===== config.mk =====
export PLATFORM = sky130hd
export DESIGN_NAME = sram_slot_arbiter
export DESIGN_NICKNAME = d
export VERILOG_FILES = /design/src/rtl/sram_pkg.sv /design/src/rtl/sram_wfifo.sv /design/src/rtl/sram_slot_arbiter.sv
export SDC_FILE = /design/constraint.sdc
export NUM_CORES = 1
export LEC_CHECK = 0
export BUFFER_PORTS_ARGS = -buffer_cell sky130_fd_sc_hd__buf_4
export CORE_UTILIZATION = 45
export DETAILED_ROUTE_END_ITERATION = 8
export MAX_ROUTING_LAYER = met4
export PLACE_DENSITY = 0.72
export SLEW_MARGIN = 20
export SYNTH_ARGS = -nofsm -noshare
export SYNTH_HDL_FRONTEND = slang
export SYNTH_SLANG_ARGS = --single-unit

===== constraint.sdc =====
create_clock -name clock -period 3.15 [get_ports clock]
set_clock_uncertainty 0.15 [all_clocks]
set_input_delay 0.7875 -clock clock [delete_from_list [all_inputs] [get_ports clock]]
set_output_delay 0.7875 -clock clock [all_outputs]
set_load 0.005 [all_outputs]

===== src/rtl/sram_pkg.sv =====
// sram_pkg: shared slot-phase constants, grant encoding and grant-selection helper for the SRAM arbiter.
// Latency: n/a (types, constants and a pure function only).
// Backpressure: n/a.
package sram_pkg;

  localparam int AW_DEF = 21;

  // Fixed four-clock frame: two video clocks, then one aux setup clock and one aux access clock.
  localparam logic [1:0] PH_VADDR     = 2'd0;
  localparam logic [1:0] PH_VHOLD     = 2'd1;
  localparam logic [1:0] PH_AUX_SETUP = 2'd2;
  localparam logic [1:0] PH_AUX_ACC   = 2'd3;

  typedef enum logic [1:0] {
    GNT_NONE = 2'd0,
    GNT_LD   = 2'd1,
    GNT_CPU  = 2'd2
  } gnt_e;

  // Aux-slot winner. With ld_prio the loader always wins. Without it, a tie goes to
  // whichever requester did not win the previous aux grant.
  function automatic gnt_e pick_grant(input logic ld_pend, input logic cpu_pend,
                                      input logic ld_prio, input logic last_ld);
    gnt_e g;
    g = GNT_NONE;
    if (ld_pend && cpu_pend) begin
      if (ld_prio) g = GNT_LD;
      else         g = last_ld ? GNT_CPU : GNT_LD;
    end else if (ld_pend) begin
      g = GNT_LD;
    end else if (cpu_pend) begin
      g = GNT_CPU;
    end
    return g;
  endfunction

endpackage


===== src/rtl/sram_wfifo.sv =====
// sram_wfifo: synchronous FIFO that buffers loader writes ({address, data}) until an aux slot takes them.
// Latency: a pushed entry is visible at pop_dat the clock after the push; full, empty and count are registered.
// Backpressure: a push while full is ignored and a pop while empty is ignored; the caller watches full.
// Ports: clock, reset_n; push/push_dat write side; pop/pop_dat read side (pop_dat shows the head entry);
//        full, empty, count status.
module sram_wfifo #(
  parameter int W     = 29,
  parameter int DEPTH = 4
) (
  input  logic                      clock,
  input  logic                      reset_n,
  input  logic                      push,
  input  logic [W-1:0]              push_dat,
  input  logic                      pop,
  output logic [W-1:0]              pop_dat,
  output logic                      full,
  output logic                      empty,
  output logic [$clog2(DEPTH):0]    count
);

  localparam int            PW       = $clog2(DEPTH);
  localparam logic [PW:0]   CNT_FULL = (PW+1)'(DEPTH);
  localparam logic [PW:0]   CNT_ONE  = (PW+1)'(1);
  localparam logic [PW-1:0] PTR_ONE  = PW'(1);

  logic [W-1:0]  mem [DEPTH];
  logic [PW-1:0] wr_ptr;
  logic [PW-1:0] rd_ptr;
  logic [PW:0]   count_nxt;
  logic          do_push;
  logic          do_pop;

  // Push and pop are qualified against the pre-edge flags, so a push into a full FIFO
  // is dropped even when a pop frees a slot in the same clock.
  assign do_push = push && !full;
  assign do_pop  = pop && !empty;

  always_comb begin
    count_nxt = count;
    case ({do_push, do_pop})
      2'b10:   count_nxt = count + CNT_ONE;
      2'b01:   count_nxt = count - CNT_ONE;
      default: count_nxt = count;
    endcase
  end

  always_ff @(posedge clock or negedge reset_n) begin
    if (!reset_n) begin
      wr_ptr <= '0;
      rd_ptr <= '0;
      count  <= '0;
      full   <= 1'b0;
      empty  <= 1'b1;
    end else begin
      if (do_push) wr_ptr <= wr_ptr + PTR_ONE;
      if (do_pop)  rd_ptr <= rd_ptr + PTR_ONE;
      count <= count_nxt;
      full  <= (count_nxt == CNT_FULL);
      empty <= (count_nxt == '0);
    end
  end

  // Storage needs no reset: the pointers define what is valid.
  always_ff @(posedge clock) begin
    if (do_push) mem[wr_ptr] <= push_dat;
  end

  assign pop_dat = mem[rd_ptr];

endmodule


===== src/rtl/sram_slot_arbiter.sv =====
// sram_slot_arbiter: time-slotted sharing of one async 8-bit SRAM between video fetch, loader writes and a CPU port.
// Latency: fixed 4-clock frame; video data 2 clocks after its address edge; CPU ack in the phase 0 after its aux slot.
// Backpressure: loader stalls on ld_busy (FIFO full); CPU holds its request until cpu_ack; video never stalls.
// Ports: clock, reset_n; phase (current slot); vid_a/vid_q/vid_valid (video read slot);
//        ld_wr/ld_a/ld_d/ld_busy/ld_overflow (loader); cpu_req/we/a/d/q/ack (CPU);
//        sram_a/we_n/dq_o/dq_oe/dq_i (SRAM pins; the top level owns the DQ tri-state).
module sram_slot_arbiter
  import sram_pkg::*;
#(
  parameter int AW         = AW_DEF,
  parameter int FIFO_DEPTH = 4,
  parameter int LD_PRIO    = 1
) (
  input  logic          clock,
  input  logic          reset_n,
  output logic [1:0]    phase,
  input  logic [AW-1:0] vid_a,
  output logic [7:0]    vid_q,
  output logic          vid_valid,
  input  logic          ld_wr,
  input  logic [AW-1:0] ld_a,
  input  logic [7:0]    ld_d,
  output logic          ld_busy,
  output logic          ld_overflow,
  input  logic          cpu_req,
  input  logic          cpu_we,
  input  logic [AW-1:0] cpu_a,
  input  logic [7:0]    cpu_d,
  output logic [7:0]    cpu_q,
  output logic          cpu_ack,
  output logic [AW-1:0] sram_a,
  output logic          sram_we_n,
  output logic [7:0]    sram_dq_o,
  output logic          sram_dq_oe,
  input  logic [7:0]    sram_dq_i
);

  localparam int FW = AW + 8;

  logic [FW-1:0]                 fifo_head;
  logic                          fifo_full;
  logic                          fifo_empty;
  logic [$clog2(FIFO_DEPTH):0]   fifo_count;
  logic                          fifo_pop;
  gnt_e                          gnt;
  gnt_e                          gnt_nxt;
  logic                          last_ld;

  // The loader entry stays at the FIFO head for the whole aux slot and is
  // popped on the edge that closes it (into phase 0).
  assign fifo_pop = (phase == PH_AUX_ACC) && (gnt == GNT_LD) && (fifo_count != '0);

  sram_wfifo #(
    .W     (FW),
    .DEPTH (FIFO_DEPTH)
  ) u_wfifo (
    .clock    (clock),
    .reset_n  (reset_n),
    .push     (ld_wr),
    .push_dat ({ld_a, ld_d}),
    .pop      (fifo_pop),
    .pop_dat  (fifo_head),
    .full     (fifo_full),
    .empty    (fifo_empty),
    .count    (fifo_count)
  );

  // ld_busy is the FIFO's registered full flag, so it rises the clock after the filling push.
  assign ld_busy = fifo_full;

  assign gnt_nxt = pick_grant(!fifo_empty, cpu_req, (LD_PRIO != 0), last_ld);

  // Each case arm computes the bus state for the phase being entered:
  // the arm for phase N drives what the pins show during phase N+1.
  always_ff @(posedge clock or negedge reset_n) begin
    if (!reset_n) begin
      phase       <= PH_VADDR;
      sram_a      <= '0;
      sram_we_n   <= 1'b1;
      sram_dq_o   <= '0;
      sram_dq_oe  <= 1'b0;
      vid_q       <= '0;
      vid_valid   <= 1'b0;
      cpu_q       <= '0;
      cpu_ack     <= 1'b0;
      ld_overflow <= 1'b0;
      gnt         <= GNT_NONE;
      last_ld     <= 1'b0;
    end else begin
      phase     <= phase + 2'd1;
      vid_valid <= 1'b0;
      cpu_ack   <= 1'b0;
      if (ld_wr && fifo_full) ld_overflow <= 1'b1;

      case (phase)
        PH_AUX_ACC: begin
          // Into phase 0: end any write (zero SRAM hold time) and present the video address.
          sram_a     <= vid_a;
          sram_we_n  <= 1'b1;
          sram_dq_oe <= 1'b0;
          if (gnt == GNT_CPU) begin
            cpu_ack <= 1'b1;
            // dq_oe still low here means the CPU access was a read.
            if (!sram_dq_oe) cpu_q <= sram_dq_i;
          end
          gnt <= GNT_NONE;
        end
        PH_VADDR: begin
          // Into phase 1: the video address is simply held.
        end
        PH_VHOLD: begin
          // Into phase 2: capture video data, then set up the aux access.
          vid_q     <= sram_dq_i;
          vid_valid <= 1'b1;
          gnt       <= gnt_nxt;
          if (gnt_nxt != GNT_NONE) last_ld <= (gnt_nxt == GNT_LD);
          case (gnt_nxt)
            GNT_LD: begin
              sram_a     <= fifo_head[FW-1:8];
              sram_dq_o  <= fifo_head[7:0];
              sram_dq_oe <= 1'b1;
            end
            GNT_CPU: begin
              sram_a     <= cpu_a;
              sram_dq_o  <= cpu_d;
              sram_dq_oe <= cpu_we;
            end
            default: begin
              // Idle aux slot: bus stays in read mode on the video address.
            end
          endcase
        end
        PH_AUX_SETUP: begin
          // Into phase 3: strobe write enable only after a full setup clock.
          if (sram_dq_oe) sram_we_n <= 1'b0;
        end
        default: begin
        end
      endcase
    end
  end

endmodule


==> metrics.csv, run 1 <==
metric;value;unit
run status;finished, final reports clean;
slowest cell on the critical path;dfrtp_1;
number of global-route vias before repair;4667;
GRT overflow;0;
WP data required;3310;ps
reg2reg path depth;9;
most used flip-flop cell after synthesis;edfxtp_1;
clock sinks;179;
DIE AREA;16980;um2
GRT Overall Usage;20.70;%
# fillers;1238;
initial antenna violation count;0;
Reg power frac;42.7;%
CTS clk-pin slew, worst paths;70;ps
Nets;730;
postcts setup bufs;0;
sequential share of the synthesized area;68.34;%
slowest stage delay, CP;410;ps
Comb power frac;28.4;%
post-CTS resize count;0;
first-pass GRT wire length;24560;um
VDD IR max;0.0004860;V
# placed instances;826;
Die W;130.3;um
clock tree root driver cell;clkbuf_16;
LEAKAGE;3.898;nW
Mapped Area;7407;um2
final hold vios;0;
GP Congestion;0.7611;
NetSw;2.083;mW
final hold slack;313.0;ps
Final Max Slew Viols;0;
MaxCap Viol Count;0;
Port Buffer Count;144;
flops & latches, synth;179;
Worst setup SP type;flop;
footprint of the multi-input gates;2021;um2
Boundary Pins;145;
cells along the critical path;ha_1 -> nor4bb_1 -> o31a_1 -> ha_1 -> inv_1 -> fa_1 -> xor2_1 -> o21a_1 -> or2_2;
Slew @ Worst Pin;904.4;ps
DRC;0;
CP Capture Type;flop;
final design utilization;58.72;%
cell area after layout;9395;um2
Worst Slack Setup Final;411.7;ps
Hold WC Path Type;input port to async pin;
Net Count, Synth;583;
DR pass1 iterations;4;
Top Family by Delay on Critical Path;adder cells;
Setup Crit Path Kind;flop to flop;
min Tclk post-route;2738;ps
Area Overhead vs Synth;26.84;%
most used cell, CP;ha_1;
Yosys cell types;39;
ant diodes;0;
Slew headroom;39.56;%
core area;16000;um2
area post-placement;8781;um2
clock share of power;29.0;%
Internal;5.443;mW
syn avg cell area;15.37;um2
number of cells on the critical path;9;
First DRT Iteration DRCs;272;
CTS tree;done;
Post-synth ARST share;35.20;%
critical path arrival;2890;ps
starting density of the core;46.29;%
die height;130.3;um
post-route clock period utilization;86.93;%
RSZ-0062 raised after global routing;false;
final WL;15970;um
Sum Neg Setup Slack;0;ps
DP HPWL;10740;um
CTS Hold Bufs;0;
share of cells above drive strength 1;38.01;%
antenna viol nets, final;0;
WP buf/inv;1;
FP Rows;46;
via count;4497;
largest net degree at the start of global routing;64;
Post-synth EDFFs;116;
register area;5064;um2
Skew-Pair Late Insertion Delay;420;ps
post-DR vias/cell;5.241;
Crit Path Max Fanout;4;
pwr dens;801.1;nW/um2
total chip power;7.527;mW
setup slack at placement;425.6;ps
TritonCTS Buffers;17;
Switching Fraction;27.68;%
Highest Clock Rate;365.2;MHz
Finished Layout Cells;858;
clk buf depth;2;
CTS HTree Levels;4;
synth warn;0;
Mapped Cells;482;
post-DR wirelength/cell;18.62;um
# setup viols final;0;
[final timing paths]
kind | slack (ps) | from | to
worst min register to register | 330 | ld_overflow$_DFFE_PN0P_ | ld_overflow$_DFFE_PN0P_
min in group clock | 330 | ld_overflow$_DFFE_PN0P_ | ld_overflow$_DFFE_PN0P_
worst max-delay path | 410 | phase[0]$_DFF_PN0_ | u_wfifo.count[2]$_DFF_PN0_
max in group asynchronous | 1930 | reset_n | u_wfifo.rd_ptr[0]$_DFFE_PN0P_
worst min-delay path | 310 | reset_n | vid_q[5]$_DFFE_PN0P_
worst max register to register | 410 | phase[0]$_DFF_PN0_ | u_wfifo.count[2]$_DFF_PN0_
[sequential cells by signal (all words and copies together) (netlist names)]
| signal | flops |
|---|---|
| sram_a | 21 |
| u_wfifo.rd_ptr | 2 |
| cpu_ack | 1 |
| gnt | 2 |
| ld_overflow | 1 |
| vid_q | 8 |
| sram_we_n | 1 |
| u_wfifo.full | 1 |
| vid_valid | 1 |
| cpu_q | 8 |
| sram_dq_o | 8 |
| sram_dq_oe | 1 |
| u_wfifo.empty | 1 |
| u_wfifo.count | 3 |
| phase | 2 |
| u_wfifo.mem | 116 |
| u_wfifo.wr_ptr | 2 |
[area by class of cell]
class / count / area share (%)
flip-flops and latches: 179 / 53.90
multi-input cells: 219 / 21.51
repair buffers: 158 / 13.02
clock buffers: 17 / 4.528
well taps: 216 / 2.877
inverters: 54 / 2.157
clock inverters: 15 / 2.011
[worst register-to-register path, stage by stage (launching register included)]
cell and delay (ps):
dfrtp_1 410, ha_1 190, nor4bb_1 320, o31a_1 240
ha_1 200, inv_1 60, fa_1 380, xor2_1 180
o21a_1 200, or2_2 300
[metal layers]
metal / global-route usage, % / share of wire (%) / wire length [um] / vias to the layer above
met5: - / 0 / 0 / -
met4: 8.482 / 1.8 / 282 / 0
met3: 4.510 / 6.4 / 1023 / 20
met2: 33.98 / 49 / 7890 / 152
met1: 24.87 / 42 / 6777 / 2245
li1: - / - / - / 2080
[power by group through the flow]
stage / sequential [mW] / combinational (mW) / clock [mW]
after detailed placement: 3.26 / 2.17 / 0
after global placement: 3.23 / 2.10 / 0
after CTS: 3.21 / 2.18 / 2.23
after floorplan: 3.19 / 1.46 / 0
after global routing: 3.26 / 2.35 / 2.30
final: 3.21 / 2.13 / 2.18
[kinds of logic (layout without fill, tap and decap cells)]
kind of cell / after synthesis / after routing / share of synthesized area, %
xor+xnor: 5 / 5 / 0.5913
buf+inv: 84 / 244 / 4.611
mux: 45 / 45 / 11.35
fa+ha+maj: 9 / 9 / 1.622
simple gates: 66 / 66 / 5.051
compound gates: 94 / 94 / 8.429
flops: 179 / 179 / 68.34
[cells in the mapped netlist, drive strengths merged, types with 2 or more instances]
master	count	share of area [%]
a211oi	8	0.81
nand3b	9	0.91
xor2	3	0.35
nor3	2	0.14
o21ai	10	0.68
nor2	18	0.91
nor2b	3	0.25
o32a	21	2.8
dfstp	2	0.71
clkbuf	23	1.2
ha	8	1.4
buf	7	0.71
and2	25	2.1
nand2	4	0.20
edfxtp	116	47
dfrtp	61	21
mux4	29	8.9
mux2	16	2.4
inv	54	2.7
a21oi	46	3.1
xnor2	2	0.24
[cells in the final DEF, fill, tap and decap left out, drive strengths merged, types with 7 or more instances in the layout]
master  count
mux4       29
dfrtp      61
a21oi      46
and2       25
mux2       16
nor2       18
edfxtp    116
o21ai      10
nand3b      9
inv        55
clkinv      7
buf       158
ha          8
clkbuf     17
o32a       21
a211oi      8
No activity file was read; power rests on OpenSTA's default activity.
==> run 2: changes to the inputs <==
--- a/config.mk
+++ b/config.mk
@@ -5,8 +5,10 @@
 export SDC_FILE = /design/constraint.sdc
 export NUM_CORES = 1
 export LEC_CHECK = 0
+export ABC_AREA = 1
 export BUFFER_PORTS_ARGS = -buffer_cell sky130_fd_sc_hd__buf_4
 export CORE_UTILIZATION = 45
+export CTS_BUF_LIST = sky130_fd_sc_hd__clkbuf_2
 export DETAILED_ROUTE_END_ITERATION = 8
 export MAX_ROUTING_LAYER = met4
 export PLACE_DENSITY = 0.72
==> metrics.csv, run 2 <==
metric;value;unit;change
DP HPWL;10530;um;-2.0%
Sum Neg Setup Slack;0;ps;unchanged
mux contribution to synthesized area;0;%;-11 points
Setup Crit Path Kind;flop to flop;;
core area;16120;um2;+0.72%
Mapped Area;7526;um2;+1.6%
final hold vios;0;;unchanged
origin of the critical flop-to-flop path;phase[0]$_DFF_PN0_;;
Die W;131.3;um;+0.79%
Worst Slack Setup Final;646.0;ps;+234.3 ps
XOR/XNOR share of the synthesized area;0.3491;%;-0.24 points
NetSw;2.453;mW;+18%
post-DR wirelength/cell;14.71;um;-21%
Final Max Slew Viols;0;;unchanged
First DRT Iteration DRCs;358;;+32%
final design utilization;58.33;%;-0.39 points
area post-placement;8851;um2;+0.80%
pwr dens;704.0;nW/um2;-12%
syn avg cell area;10.20;um2;-34%
initial antenna violation count;1;;+1
number of global-route vias before repair;5326;;+14%
Crit. Startpoint;phase[0]$_DFF_PN0_;;
post-DR vias/cell;4.924;;-6.0%
GRT overflow;0;;unchanged
largest net degree at the start of global routing;64;;unchanged
Mapped Cells;738;;+53%
Reg power frac;47.7;%;+5.0 points
CTS HTree Levels;4;;unchanged
Internal;4.165;mW;-23%
commonest non-fill, non-tap cell in the layout;nand2_1;;
Post-Synth Simple-Gate Area;22.01;%;+17 points
flop-to-flop setup slack;650;ps;+230 ps
FP Rows;46;;unchanged
run status;finished, final reports clean;;
min Tclk post-route;2504;ps;-234.3 ps
final WL;16730;um;+4.7%
largest register by flop count;u_wfifo.mem;;
Port Buffer Count;144;;unchanged
DRC;0;;unchanged
LEAKAGE;4.215;nW;+8.1%
CTS clk-pin slew, worst paths;240;ps;+170 ps
# setup viols final;0;;unchanged
clk buf depth;2;;unchanged
share of cells above drive strength 1;22.17;%;-16 points
WP data required;3700;ps;+390 ps
GRT Overall Usage;20.79;%;+0.092 points
DIE AREA;17240;um2;+1.6%
count leader, synth;nand2_1;;
starting density of the core;46.70;%;+0.41 points
TritonCTS Buffers;17;;unchanged
Highest Clock Rate;399.4;MHz;+9.4%
min-delay src;ld_d[2];;
Crit Path Max Fanout;5;;+1
Skew-Pair Late Insertion Delay;760;ps;+340 ps
die height;131.3;um;+0.79%
max FFs per register;116;;unchanged
commonest non-fill, non-tap cells in the layout;nand2_1, buf_4, edfxtp_1;;
via count;5599;;+25%
synth warn;0;;unchanged
first-pass GRT wire length;26820;um;+9.2%
Boundary Pins;145;;unchanged
Hold WC Path Type;input port to flop;;
antenna viol nets, final;0;;unchanged
CP Capture Type;flop;;
clock share of power;17.8;%;-11 points
VDD IR max;0.0003892;V;-20%
sequential share of the synthesized area;67.27;%;-1.1 points
Yosys cell types;26;;-33%
Commonest cells post-synth;nand2_1, edfxtp_1, nand3_1, nor2_1, dfrtp_1;;
Synth top area share;46.28;%;-0.74 points
clock tree root driver cell;clkbuf_2;;
adder-cell share of the synthesized area;1.596;%;-0.026 points
largest family of logic cells by synthesized area;simple AND/OR/NAND/NOR gates;;
Post-synth EDFFs;116;;unchanged
post-route clock period utilization;79.49;%;-7.4 points
total chip power;6.618;mW;-12%
CTS tree;done;;
Worst setup SP type;flop;;
GP Congestion;0.8056;;+5.8%
RSZ-0062 raised after global routing;false;;
Post-synth ARST share;35.20;%;unchanged
cell area after layout;9400;um2;about the same
Slew headroom;29.64;%;-9.9 points
Area Overhead vs Synth;24.90;%;
critical path arrival;3060;ps;+170 ps
Yosys top cell by area;edfxtp_1;;
setup slack at placement;701.9;ps;+276.3 ps
post-CTS resize count;0;;unchanged
Compound-Gate Fraction of Synth Area;3.658;%;-4.8 points
Comb power frac;34.4;%;+6.0 points
clock sinks;179;;unchanged
most used flip-flop cell after synthesis;edfxtp_1;;
Largest regs;u_wfifo.mem: 116 flops, sram_a: 21 flops;;
Slew @ Worst Pin;1054;ps;+149.5 ps
Synth area leaders;edfxtp_1, dfrtp_1, nand2_1, nand3_1, nor2_1;;
flops & latches, synth;179;;unchanged
MaxCap Viol Count;0;;unchanged
Nets;1008;;+38%
Net Count, Synth;839;;+44%
DR pass1 iterations;5;;+1
Switching Fraction;37.07;%;+9.4 points
==> run 2: cells by family (layout without fill, tap and decap cells) <==
| kind of cell | count (synthesis) | count (layout) |
|---|---|---|
| other | 0 | 1 |
| adders and majority gates | 9 | 9 |
| AOI/OAI and AO/OA | 50 | 50 |
| and+or+nand+nor | 403 | 403 |
| DFF | 179 | 179 |
| xor gates and xnor gates | 3 | 3 |
| buffers and inverters | 94 | 276 |
==> run 2: layer usage <==
layer | share of wire, % | vias to the layer above | track usage [%]
met1 | 45 | 2631 | 26.78
met3 | 5.8 | 17 | 3.974
met5 | 0 | - | -
li1 | - | 2768 | -
met2 | 48 | 183 | 33.16
met4 | 1.3 | 0 | 7.041
==> run 2: critical path, cell delays in order, from the launching register on <==
cell     delay, ps
dfrtp_1        470
ha_1           210
inv_1          120
nor2_1         130
nand3_1        120
inv_1          100
ha_1           140
inv_1           60
fa_1           370
or2_2          310
nand4_1         90
nand2_1         80
nor2_1         100
==> run 2: final timing paths <==
kind,endpoint,cells after the start
setup / recovery,u_wfifo.empty$_DFF_PN1_,12
hold / removal,u_wfifo.mem[0][2]$_DFFE_PP_,1
setup reg to reg,u_wfifo.empty$_DFF_PN1_,12
hold reg to reg,ld_overflow$_DFFE_PN0P_,1
max in group asynchronous,u_wfifo.rd_ptr[0]$_DFFE_PN0P_,2
min in group asynchronous,sram_dq_o[2]$_DFFE_PN0P_,2
==> run 2: cell type report <==
cell class / count / area (um2)
antenna: 1 / 2.502
clock buffer: 17 / 85.08
clock inverter: 15 / 163.9
fill: 1355 / 6715
inverter: 58 / 217.7
multi-input combinational: 465 / 2116
sequential: 179 / 5064
tap: 216 / 270.3
timing repair buffer: 186 / 1481
==> run 2: repair_timing <==
item	in CTS	in global routing
hold buffers	29	0
endpoints found under the hold margin	157	0
setup buffers	0	0
==> run 2: power groups by stage <==
stage                     sequential [mW]  combinational [mW]  clock [mW]
after floorplan                      3.20                1.44           0
after global placement               3.20                2.22           0
after detailed placement             3.21                2.28           0
after CTS                            3.16                2.31        1.23
after global routing                 3.20                2.57        1.31
final                                3.16                2.28        1.18
==> run 2: per-stage QoR <==
stage / hold slack, ps / cells
4_1_cts: 3.257 / 1136
3_3_place_gp: 293.4 / 1075
6_report: 81.85 / 1137
5_1_grt: 18.10 / 1137
2_1_floorplan: 299.6 / 738
3_5_place_dp: 296.0 / 1075
